===== src/rtl/alu_pkg.sv =====
// Shared types for the ALU issue path: opcode encoding, operand/result widths,
// the queued command record and the issue sequencer states.
package alu_pkg;

    localparam int unsigned ALU_W     = 4;
    localparam int unsigned ALU_RES_W = 9;
    localparam int unsigned ALU_OP_W  = 3;

    typedef enum logic [ALU_OP_W-1:0] {
        ALU_ADD = 3'd0,
        ALU_SUB = 3'd1,
        ALU_AND = 3'd2,
        ALU_XOR = 3'd3,
        ALU_OR  = 3'd4,
        ALU_ROL = 3'd5,
        ALU_ROR = 3'd6,
        ALU_MUL = 3'd7
    } alu_op_e;

    typedef struct packed {
        alu_op_e          op;
        logic [ALU_W-1:0] in1;
        logic [ALU_W-1:0] in2;
    } alu_cmd_t;

    typedef enum logic {
        IDLE = 1'b0,
        EXEC = 1'b1
    } issue_state_e;

endpackage


===== src/rtl/alu_issue_ctrl_if.sv =====
// Command, ALU and result channels of alu_issue_ctrl.
// With ALU_ISSUE_FLAGS_EN defined the result channel also carries res_zero/res_wide.
interface alu_issue_ctrl_if;
    import alu_pkg::*;

    logic                 cmd_valid;
    logic                 cmd_ready;
    logic [ALU_W-1:0]     cmd_in1;
    logic [ALU_W-1:0]     cmd_in2;
    logic [ALU_OP_W-1:0]  cmd_op;

    logic [ALU_W-1:0]     alu_in1;
    logic [ALU_W-1:0]     alu_in2;
    logic [ALU_OP_W-1:0]  alu_op;
    logic [ALU_RES_W-1:0] alu_result;

    logic                 res_valid;
    logic                 res_ready;
    logic [ALU_RES_W-1:0] res_data;
    logic [ALU_OP_W-1:0]  res_op;
`ifdef ALU_ISSUE_FLAGS_EN
    logic                 res_zero;
    logic                 res_wide;
`endif

    // Issue controller side.
    modport slave (
`ifdef ALU_ISSUE_FLAGS_EN
        output res_zero,
        output res_wide,
`endif
        input  cmd_valid,
        output cmd_ready,
        input  cmd_in1,
        input  cmd_in2,
        input  cmd_op,
        output alu_in1,
        output alu_in2,
        output alu_op,
        input  alu_result,
        output res_valid,
        input  res_ready,
        output res_data,
        output res_op
    );

    // Producer / ALU / consumer side.
    modport master (
`ifdef ALU_ISSUE_FLAGS_EN
        input  res_zero,
        input  res_wide,
`endif
        output cmd_valid,
        input  cmd_ready,
        output cmd_in1,
        output cmd_in2,
        output cmd_op,
        input  alu_in1,
        input  alu_in2,
        input  alu_op,
        output alu_result,
        input  res_valid,
        output res_ready,
        input  res_data,
        input  res_op
    );

endinterface


===== src/rtl/alu_cmd_fifo.sv =====
// Synchronous command FIFO with flush. DEPTH must be a power of two so the
// pointers wrap for free; level counts 0..DEPTH.
module alu_cmd_fifo
    import alu_pkg::*;
#(
    parameter int unsigned DEPTH = 4
) (
    input  logic                     clk,
    input  logic                     rst,
    input  logic                     push,
    input  logic                     pop,
    input  logic                     flush,
    input  alu_cmd_t                 wdata,
    output alu_cmd_t                 rdata,
    output logic                     full,
    output logic                     empty,
    output logic [$clog2(DEPTH):0]   level
);

    localparam int unsigned AW = $clog2(DEPTH);
    localparam logic [AW:0] FULL_LVL = (AW+1)'(DEPTH);

    alu_cmd_t        mem [DEPTH];
    logic [AW-1:0]   wptr;
    logic [AW-1:0]   rptr;
    logic            do_push;
    logic            do_pop;

    assign full    = (level == FULL_LVL);
    assign empty   = (level == '0);
    assign do_push = push && !full && !flush;
    assign do_pop  = pop && !empty && !flush;
    assign rdata   = mem[rptr];

    // Storage write; contents need no reset since level gates visibility.
    always_ff @(posedge clk) begin
        if (do_push) mem[wptr] <= wdata;
    end

    // Pointer and occupancy tracking; flush discards everything queued.
    always_ff @(posedge clk or posedge rst) begin
        if (rst) begin
            wptr  <= '0;
            rptr  <= '0;
            level <= '0;
        end else if (flush) begin
            wptr  <= '0;
            rptr  <= '0;
            level <= '0;
        end else begin
            if (do_push) wptr <= wptr + 1'b1;
            if (do_pop)  rptr <= rptr + 1'b1;
            case ({do_push, do_pop})
                2'b10:   level <= level + 1'b1;
                2'b01:   level <= level - 1'b1;
                default: level <= level;
            endcase
        end
    end

endmodule


===== src/rtl/alu_issue_ctrl.sv =====
// Command buffer and issue sequencer for the 4-bit ALU. Commands queue in
// alu_cmd_fifo; a two-state sequencer drives registered ALU operands and then
// captures the ALU result into a valid/ready result register.
// Optional: ALU_ISSUE_FLAGS_EN adds registered res_zero/res_wide outputs.
module alu_issue_ctrl
    import alu_pkg::*;
#(
    parameter int unsigned DEPTH = 4
) (
    input  logic                   clk,
    input  logic                   rst,
    input  logic                   flush,
    alu_issue_ctrl_if.slave        bus,
    output logic [$clog2(DEPTH):0] level,
    output logic                   busy
);

    issue_state_e         state_q;
    logic [ALU_W-1:0]     alu_in1_q;
    logic [ALU_W-1:0]     alu_in2_q;
    alu_op_e              alu_op_q;
    logic                 res_valid_q;
    logic [ALU_RES_W-1:0] res_data_q;
    logic [ALU_OP_W-1:0]  res_op_q;
`ifdef ALU_ISSUE_FLAGS_EN
    logic                 res_zero_q;
    logic                 res_wide_q;
`endif

    logic     push;
    logic     pop;
    logic     full;
    logic     empty;
    alu_cmd_t wcmd;
    alu_cmd_t head;

    assign wcmd = '{op: alu_op_e'(bus.cmd_op), in1: bus.cmd_in1, in2: bus.cmd_in2};

    assign bus.cmd_ready = !full && !flush;
    assign push          = bus.cmd_valid && bus.cmd_ready;
    // Only issue when the result register will be free by the time EXEC captures.
    assign pop  = (state_q == IDLE) && !empty && (!res_valid_q || bus.res_ready) && !flush;
    assign busy = !empty || (state_q == EXEC);

    assign bus.alu_in1   = alu_in1_q;
    assign bus.alu_in2   = alu_in2_q;
    assign bus.alu_op    = alu_op_q;
    assign bus.res_valid = res_valid_q;
    assign bus.res_data  = res_data_q;
    assign bus.res_op    = res_op_q;
`ifdef ALU_ISSUE_FLAGS_EN
    assign bus.res_zero  = res_zero_q;
    assign bus.res_wide  = res_wide_q;
`endif

    alu_cmd_fifo #(
        .DEPTH (DEPTH)
    ) u_fifo (
        .clk   (clk),
        .rst   (rst),
        .push  (push),
        .pop   (pop),
        .flush (flush),
        .wdata (wcmd),
        .rdata (head),
        .full  (full),
        .empty (empty),
        .level (level)
    );

    // Issue sequencer plus result register; a capture in EXEC beats a same-edge drain.
    always_ff @(posedge clk or posedge rst) begin
        if (rst) begin
            state_q     <= IDLE;
            alu_in1_q   <= '0;
            alu_in2_q   <= '0;
            alu_op_q    <= ALU_ADD;
            res_valid_q <= 1'b0;
            res_data_q  <= '0;
            res_op_q    <= '0;
`ifdef ALU_ISSUE_FLAGS_EN
            res_zero_q  <= 1'b0;
            res_wide_q  <= 1'b0;
`endif
        end else begin
            if (res_valid_q && bus.res_ready) res_valid_q <= 1'b0;
            if (flush) begin
                state_q <= IDLE;
            end else begin
                unique case (state_q)
                    IDLE: begin
                        if (pop) begin
                            alu_in1_q <= head.in1;
                            alu_in2_q <= head.in2;
                            alu_op_q  <= head.op;
                            state_q   <= EXEC;
                        end
                    end
                    EXEC: begin
                        res_data_q  <= bus.alu_result;
                        res_op_q    <= alu_op_q;
                        res_valid_q <= 1'b1;
`ifdef ALU_ISSUE_FLAGS_EN
                        res_zero_q  <= (bus.alu_result == '0);
                        res_wide_q  <= |bus.alu_result[ALU_RES_W-1:ALU_W];
`endif
                        state_q     <= IDLE;
                    end
                    default: state_q <= IDLE;
                endcase
            end
        end
    end

endmodule

===== src/flat_wrapper.sv =====
// flat-port wrapper written by rule: the top's interface ports become plain ports
module alu_issue_ctrl_flat import alu_pkg::*;
#(
    parameter int unsigned DEPTH = 4
)
  (clk, rst, flush, level, busy, bus_cmd_valid, bus_cmd_ready, bus_cmd_in1, bus_cmd_in2, bus_cmd_op, bus_alu_in1, bus_alu_in2, bus_alu_op, bus_alu_result, bus_res_valid, bus_res_ready, bus_res_data, bus_res_op);
  alu_issue_ctrl_if bus_i ();
  input  logic clk;
  input  logic rst;
  input  logic flush;
  output logic [$clog2(DEPTH):0] level;
  output logic busy;
  input wire logic [$bits(bus_i.cmd_valid)-1:0] bus_cmd_valid;
  output wire logic [$bits(bus_i.cmd_ready)-1:0] bus_cmd_ready;
  input wire logic [$bits(bus_i.cmd_in1)-1:0] bus_cmd_in1;
  input wire logic [$bits(bus_i.cmd_in2)-1:0] bus_cmd_in2;
  input wire logic [$bits(bus_i.cmd_op)-1:0] bus_cmd_op;
  output wire logic [$bits(bus_i.alu_in1)-1:0] bus_alu_in1;
  output wire logic [$bits(bus_i.alu_in2)-1:0] bus_alu_in2;
  output wire logic [$bits(bus_i.alu_op)-1:0] bus_alu_op;
  input wire logic [$bits(bus_i.alu_result)-1:0] bus_alu_result;
  output wire logic [$bits(bus_i.res_valid)-1:0] bus_res_valid;
  input wire logic [$bits(bus_i.res_ready)-1:0] bus_res_ready;
  output wire logic [$bits(bus_i.res_data)-1:0] bus_res_data;
  output wire logic [$bits(bus_i.res_op)-1:0] bus_res_op;
  assign bus_i.cmd_valid = bus_cmd_valid;
  assign bus_cmd_ready = bus_i.cmd_ready;
  assign bus_i.cmd_in1 = bus_cmd_in1;
  assign bus_i.cmd_in2 = bus_cmd_in2;
  assign bus_i.cmd_op = bus_cmd_op;
  assign bus_alu_in1 = bus_i.alu_in1;
  assign bus_alu_in2 = bus_i.alu_in2;
  assign bus_alu_op = bus_i.alu_op;
  assign bus_i.alu_result = bus_alu_result;
  assign bus_res_valid = bus_i.res_valid;
  assign bus_i.res_ready = bus_res_ready;
  assign bus_res_data = bus_i.res_data;
  assign bus_res_op = bus_i.res_op;
  alu_issue_ctrl #(.DEPTH(DEPTH)) u_core (.clk(clk), .rst(rst), .flush(flush), .bus(bus_i), .level(level), .busy(busy));
endmodule

===== config.mk =====
export PLATFORM = sky130hd
export DESIGN_NAME = alu_issue_ctrl_flat
export DESIGN_NICKNAME = d
export VERILOG_FILES = /design/src/rtl/alu_pkg.sv /design/src/rtl/alu_issue_ctrl_if.sv /design/src/rtl/alu_cmd_fifo.sv /design/src/rtl/alu_issue_ctrl.sv /design/src/flat_wrapper.sv
export SDC_FILE = /design/constraint.sdc
export NUM_CORES = 1
export LEC_CHECK = 0
export BUFFER_PORTS_ARGS = -buffer_cell sky130_fd_sc_hd__buf_4
export CAP_MARGIN = 30
export CORE_UTILIZATION = 35
export CTS_CLUSTER_DIAMETER = 150
export DETAILED_ROUTE_END_ITERATION = 12
export PLACE_DENSITY_LB_ADDON = 0.12
export REMOVE_ABC_BUFFERS = 1
export SLEW_MARGIN = 30
export SYNTH_ARGS = -nofsm -noshare
export SYNTH_HDL_FRONTEND = slang
export SYNTH_SLANG_ARGS = --single-unit
export TNS_END_PERCENT = 30

===== constraint.sdc =====
create_clock -name clk -period 2.7 [get_ports clk]
set_input_delay 0.54 -clock clk [delete_from_list [all_inputs] [get_ports clk]]
set_output_delay 0.54 -clock clk [all_outputs]
set_load 0.01 [all_outputs]

==> results.py, run 1 <==
metrics = {
    "outcome": {
        "status": "completed",
    },
    "synthesis": {
        "synth_warnings": 0,
        "yosys-top-cells-count": "edfxtp_1, dfrtp_1, mux2_2",
        "synth-async-reset-ratio_pct": 42.1,
        "yosys-top-cells-area": "edfxtp_1, dfrtp_1, mux2_2",
        "seq_area_frac_synth_pct": 70.0,
        "synth_top_flop_cell": "edfxtp_1",
        "avgSynthCellArea_um2": 18.4,
        "synth_cells": 165,
        "synth-seq-cells": 76,
        "yosysTopAreaCellShare_pct": 43.6,
        "netlist_area_um2": 3030,
        "ys_types": 31,
        "synth_most_common_cell": "edfxtp_1",
        "synth_edf_count": 44,
        "synth_top_area_cell": "edfxtp_1",
    },
    "global_route": {
        "grt_pass1_wl_mm": 8.36,
        "track_usage_pct": 13.1,
        "grt_max_degree": 33,
        "antenna_found_initial": 0,
        "overflow": 0,
        "grt_pass1_vias": 1606,
    },
    "routing": {
        "routedWlPerCell_um": 15.5,
        "via_per_inst": 4.64,
        "drt_iter0_drc": 63,
        "routed_wl_mm": 5.35,
        "postRouteAntennaNets": 0,
        "drc": 0,
        "vias": 1606,
        "drt-pass1-iter-count": 4,
    },
    "power": {
        "switchingPower_mw": 1.10,
        "p_total_mw": 3.78,
        "p_clk_share_pct": 21.2,
        "pwr-share-comb_pct": 34.3,
        "p_per_area_nw_per_um2": 988,
        "ir_drop_mv": 0.344,
        "internal_power_mw": 2.68,
        "pwr-share-seq_pct": 44.5,
        "swShare_pct": 29.1,
        "p_leak_nw": 1.52,
    },
    "sta": {
        "setup_viol": 0,
        "fin_crit_ns": 2.45,
        "maxSlewHeadroom_pct": 60.3,
        "post-route-period-util_pct": 90.6,
        "finClkSkew_ns": 0.00844,
        "rsz0062_at_grt": "false",
        "maxSlewViolCount": 0,
        "max_freq_ghz": 0.409,
        "timing.setup.tns_ns": 0,
        "tightestPinTransition_ns": 0.596,
        "hold_ws_ns": 0.299,
        "hold_viol": 0,
    },
    "setup_path": {
        "crit_type": "flip-flop to flip-flop",
        "cp.arrival_ns": 2.67,
        "setup.worst_path.end_class": "flip-flop",
        "worstPathMaxFanout": 6,
        "reg2reg_depth": 7,
        "required_ns": 2.92,
        "crit_path_start_kind": "flip-flop",
    },
    "clock_network": {
        "clock-sinks": 76,
        "root_buffer": "clkbuf_8",
        "clk_pin_slew_ns": 0.07,
        "cts_setup_buffers": 0,
        "htreeDepth": 3,
        "cts_tree": "yes",
        "cts_buffers": 9,
        "clk_latency_ns": 0.34,
        "cts_resized": 0,
        "ctsLongestPathBuffers": 2,
        "cts_hold_buf": 0,
    },
    "cells_and_area": {
        "nets": 266,
        "nFillCells": 724,
        "final_util_pct": 46.1,
        "areaGrowthSynthToFinish_pct": 26.0,
        "n_antenna_cell": 0,
        "stdcell_count": 346,
        "drive_above_1_share_pct": 49.4,
    },
    "floorplanning": {
        "num_rows": 33,
        "start_util_pct": 36.5,
        "ios": 54,
        "die_h_um": 95.1,
        "die_w_um": 95.1,
        "core_region_area_um2": 8300,
        "die-area_um2": 9040,
    },
    "placement": {
        "dp.cells": 330,
        "place_congestion": 0.825,
        "portBuffers": 53,
        "hpwl_mm": 3.64,
    },
    "flow_run": {
        "drv_cap": 0,
    },
    "hold_path": {
        "hp-class": "input pin to asynchronous set/reset pin",
    },
}
per-stage QoR:
stage,setup WS [ns],area [µm²]
3_5_place_dp,0.130,3640
2_1_floorplan,0.104,3000
5_1_grt,0.180,3820
3_3_place_gp,0.136,3640
6_report,0.253,3820
4_1_cts,0.263,3820
power by group through the flow:
stage | Sequential (mW) | Combinational (mW) | Clock [mW]
3_3_place_gp | 1.70 | 1.32 | 0
3_5_place_dp | 1.71 | 1.32 | 0
6_report | 1.68 | 1.30 | 0.800
5_1_grt | 1.72 | 1.42 | 0.875
2_1_floorplan | 1.79 | 0.626 | 0
4_1_cts | 1.69 | 1.33 | 0.840
area by class of cell:
class | count | area (µm²) | share of cell area (%)
clock inverters | 6 | 56.3 | 1.47
clock buffers | 10 | 128 | 3.34
flip-flops and latches | 76 | 2120 | 55.5
repair buffers | 66 | 508 | 13.3
inverters | 4 | 15.0 | 0.393
well taps | 105 | 131 | 3.44
multi-input cells | 79 | 862 | 22.6
state kept, by name, summed over array words and instances, names as in the netlist:
name,count
u_core.u_fifo.mem,44
u_core.bus.res_valid,1
u_core.bus.res_data,9
u_core.bus.alu_in1,4
u_core.u_fifo.rptr,2
u_core.u_fifo.wptr,2
u_core.state_q,1
u_core.bus.alu_op,3
u_core.bus.res_op,3
u_core.bus.alu_in2,4
u_core.u_fifo.level,3
cells by family after synthesis:
family | Yosys count | share of synthesized area (%)
flops | 76 | 70.0
mux | 38 | 18.3
simple gates | 29 | 5.98
buf+inv | 10 | 1.61
fa+ha+maj | 5 | 2.31
compound gates | 4 | 0.990
xor+xnor | 3 | 0.866
worst paths after layout:
| kind | start | end | slack, ns |
|---|---|---|---|
| setup reg to reg | u_core.u_fifo.level[2] | u_core.u_fifo.level[2] | 0.25 |
| hold / removal | rst | u_core.bus.res_data[2] | 0.30 |
| hold reg to reg | u_core.bus.alu_in1[3] | u_core.bus.alu_in1[3] | 0.51 |
| min in group clk | bus_cmd_in1[0] | u_core.u_fifo.mem[1][4] | 0.39 |
| setup / recovery | u_core.u_fifo.level[2] | u_core.u_fifo.level[2] | 0.25 |
| max in group asynchronous | rst | u_core.bus.alu_in1[1] | 2.08 |
worst max-delay path, stage by stage (launching register included):
cell and delay [ns]:
dfrtp_1 0.45, nor3_2 0.32, nor4_4 0.08, nor2b_1 0.15, fa_1 0.37, or4_1 0.52, a2bb2oi_1 0.16, mux2_4 0.30
cell usage in the layout, fill, tap and decap left out, types with 2 or more instances in the layout:
cell,count
inv_1,4
nor3_2,2
nor2b_1,4
clkbuf_8,9
xnor2_1,2
clkinv_2,3
edfxtp_1,44
ha_1,4
mux2_2,24
buf_4,65
and2_1,4
nand2b_1,4
dfrtp_1,32
nand2_1,2
nor2_1,8
mux4_2,11
metal layers:
layer	track usage, %	up-vias	share of wire (%)
met1	15.3	791	43
li1	-	759	-
met3	5.98	4	7.1
met5	0	-	0
met2	21.5	52	49
met4	3.79	0	0.75
No activity file was read; power rests on OpenSTA's default activity.
==> run 2: changes to the inputs <==
Settings changed: CAP_MARGIN 30 to 10, CORE_UTILIZATION 35 to 24.
==> run 2 against run 1 <==
  * Non-clock buffer count is 1 higher
  * Clock skew decreased by 0.0017 ns
  * Setup slack worse by 0.023 ns
  * Clock power rose by 52%
  * Die area up 45%
  * Flip-flop and latch count is the same
  * Final area grew 5.3%
  * Combinational power about the same
  * First-iteration DRC count decreased by 38%
  * Cell count increased by 18%
  * Wire length is 11% higher
  * Critical path type unchanged
  * Critical endpoint unchanged
  * Largest power group unchanged
==> results.py, run 2 (synthesis gave the netlist of run 1 again) <==
metrics = {
    "cells_and_area": {
        "largest_reg_flops": 44,
        "stdcell_count": 410,
        "areaGrowthSynthToFinish_pct": 32.7,
        "layout_common_cells": "buf_4, edfxtp_1, dfrtp_1, mux2_2, mux4_2",
        "nFillCells": 1181,
        "top_register": "u_core.u_fifo.mem",
        "final_util_pct": 33.1,
        "final_common_cell": "buf_4",
        "n_antenna_cell": 0,
        "stdcell_area_um2": 4020,
        "drive_above_1_share_pct": 50.0,
        "nets": 267,
    },
    "setup_path": {
        "worstPathMaxFanout": 6,
        "required_ns": 2.91,
        "cp.arrival_ns": 2.68,
        "cp-startpoint": "u_core.u_fifo.level[2]",
        "r2r_start": "u_core.u_fifo.level[2]",
        "setup.worst_path.end_class": "flip-flop",
        "crit_path_start_kind": "flip-flop",
        "crit_type": "flip-flop to flip-flop",
    },
    "routing": {
        "via_per_inst": 3.94,
        "routedWlPerCell_um": 14.5,
        "postRouteAntennaNets": 0,
        "drt_iter0_drc": 39,
        "drc": 0,
        "vias": 1614,
        "drt-pass1-iter-count": 4,
        "routed_wl_mm": 5.95,
    },
    "floorplanning": {
        "die_w_um": 114,
        "num_rows": 40,
        "die-area_um2": 13100,
        "ios": 54,
        "die_h_um": 114,
        "start_util_pct": 24.9,
        "core_region_area_um2": 12200,
    },
    "power": {
        "p_clk_share_pct": 29.2,
        "switchingPower_mw": 1.17,
        "swShare_pct": 28.0,
        "ir_drop_mv": 0.497,
        "internal_power_mw": 3.02,
        "p_leak_nw": 1.58,
        "p_per_area_nw_per_um2": 1040,
        "p_total_mw": 4.20,
        "pwr-share-seq_pct": 39.5,
        "pwr-share-comb_pct": 31.3,
    },
    "placement": {
        "portBuffers": 53,
        "hpwl_mm": 4.04,
        "placed_cell_area_um2": 3710,
        "dp.cells": 394,
        "place_congestion": 0.739,
        "post-place-ws_ns": 0.129,
    },
    "clock_network": {
        "cts_buffers": 9,
        "cts_setup_buffers": 0,
        "cts_hold_buf": 0,
        "clock-sinks": 76,
        "htreeDepth": 3,
        "clk_pin_slew_ns": 0.05,
        "ctsLongestPathBuffers": 2,
        "clk_latency_ns": 0.33,
        "cts_resized": 0,
        "cts_tree": "yes",
        "root_buffer": "clkbuf_16",
    },
    "sta": {
        "max_freq_ghz": 0.405,
        "timing.setup.tns_ns": 0,
        "hold_ws_ns": 0.324,
        "fin_crit_ns": 2.47,
        "hold_viol": 0,
        "fin_ws_ns": 0.230,
        "rsz0062_at_grt": "false",
        "finClkSkew_ns": 0.00673,
        "maxSlewViolCount": 0,
        "maxSlewHeadroom_pct": 57.2,
        "setup_viol": 0,
        "tightestPinTransition_ns": 0.642,
        "post-route-period-util_pct": 91.5,
    },
    "outcome": {
        "status": "completed",
    },
    "global_route": {
        "track_usage_pct": 10.1,
        "grt_max_degree": 33,
        "antenna_found_initial": 0,
        "grt_pass1_wl_mm": 9.41,
        "grt_pass1_vias": 1703,
        "overflow": 0,
    },
    "flow_run": {
        "drv_cap": 0,
    },
    "hold_path": {
        "hp-class": "input pin to asynchronous set/reset pin",
    },
}
-- run 2: cell types whose count changed in the layout (fill, tap and decap cells not counted) --
cell / before / now
clkinv_1: 1 / 0
inv_6: 0 / 2
buf_12: 1 / 0
clkbuf_16: 0 / 9
buf_4: 65 / 67
clkbuf_8: 9 / 2
clkinv_2: 3 / 0
-- run 2: per-layer routing --
| layer | part of all wire, % | vias to the layer above | GRT usage, % |
|---|---|---|---|
| met3 | 5.4 | 6 | 3.97 |
| met1 | 45 | 797 | 12.6 |
| met5 | 0 | - | 0 |
| li1 | - | 767 | - |
| met4 | 1.3 | 0 | 3.90 |
| met2 | 48 | 44 | 15.8 |
-- run 2: final timing paths --
| check | end | slack (ns) | cells past startpoint |
|---|---|---|---|
| worst max-delay path | u_core.u_fifo.level[2] | 0.23 | 7 |
| worst min-delay path | u_core.bus.res_data[6] | 0.32 | 3 |
| worst max register to register | u_core.u_fifo.level[2] | 0.23 | 7 |
| worst min register to register | u_core.bus.res_data[8] | 0.50 | 1 |
| max in group asynchronous | u_core.u_fifo.wptr[1] | 2.06 | 3 |
| min in group clk | u_core.u_fifo.mem[1][7] | 0.41 | 1 |
-- run 2: final cells by class --
class | instances | area, µm² | share of cell area (%)
Clock inverter | 4 | 55.1 | 1.37
Sequential cell | 76 | 2120 | 52.7
Timing Repair Buffer | 67 | 503 | 12.5
Multi-Input combinational cell | 79 | 862 | 21.4
Inverter | 4 | 15.0 | 0.373
Tap cell | 168 | 210 | 5.22
Clock buffer | 12 | 256 | 6.37
-- run 2: power groups by stage --
stage	logic, mW	clock network (mW)	registers [mW]
2_1_floorplan	0.626	0	1.79
3_3_place_gp	1.36	0	1.69
3_5_place_dp	1.35	0	1.69
4_1_cts	1.35	1.28	1.67
5_1_grt	1.44	1.33	1.70
6_report	1.31	1.22	1.66
-- run 2: worst max-delay path, cell delays in order, from the launching register on --
cell and delay (ns):
dfrtp_1 0.43, nor3_2 0.35, nor4_4 0.08, nor2b_1 0.15
fa_1 0.38, or4_1 0.52, a2bb2oi_1 0.15, mux2_4 0.30
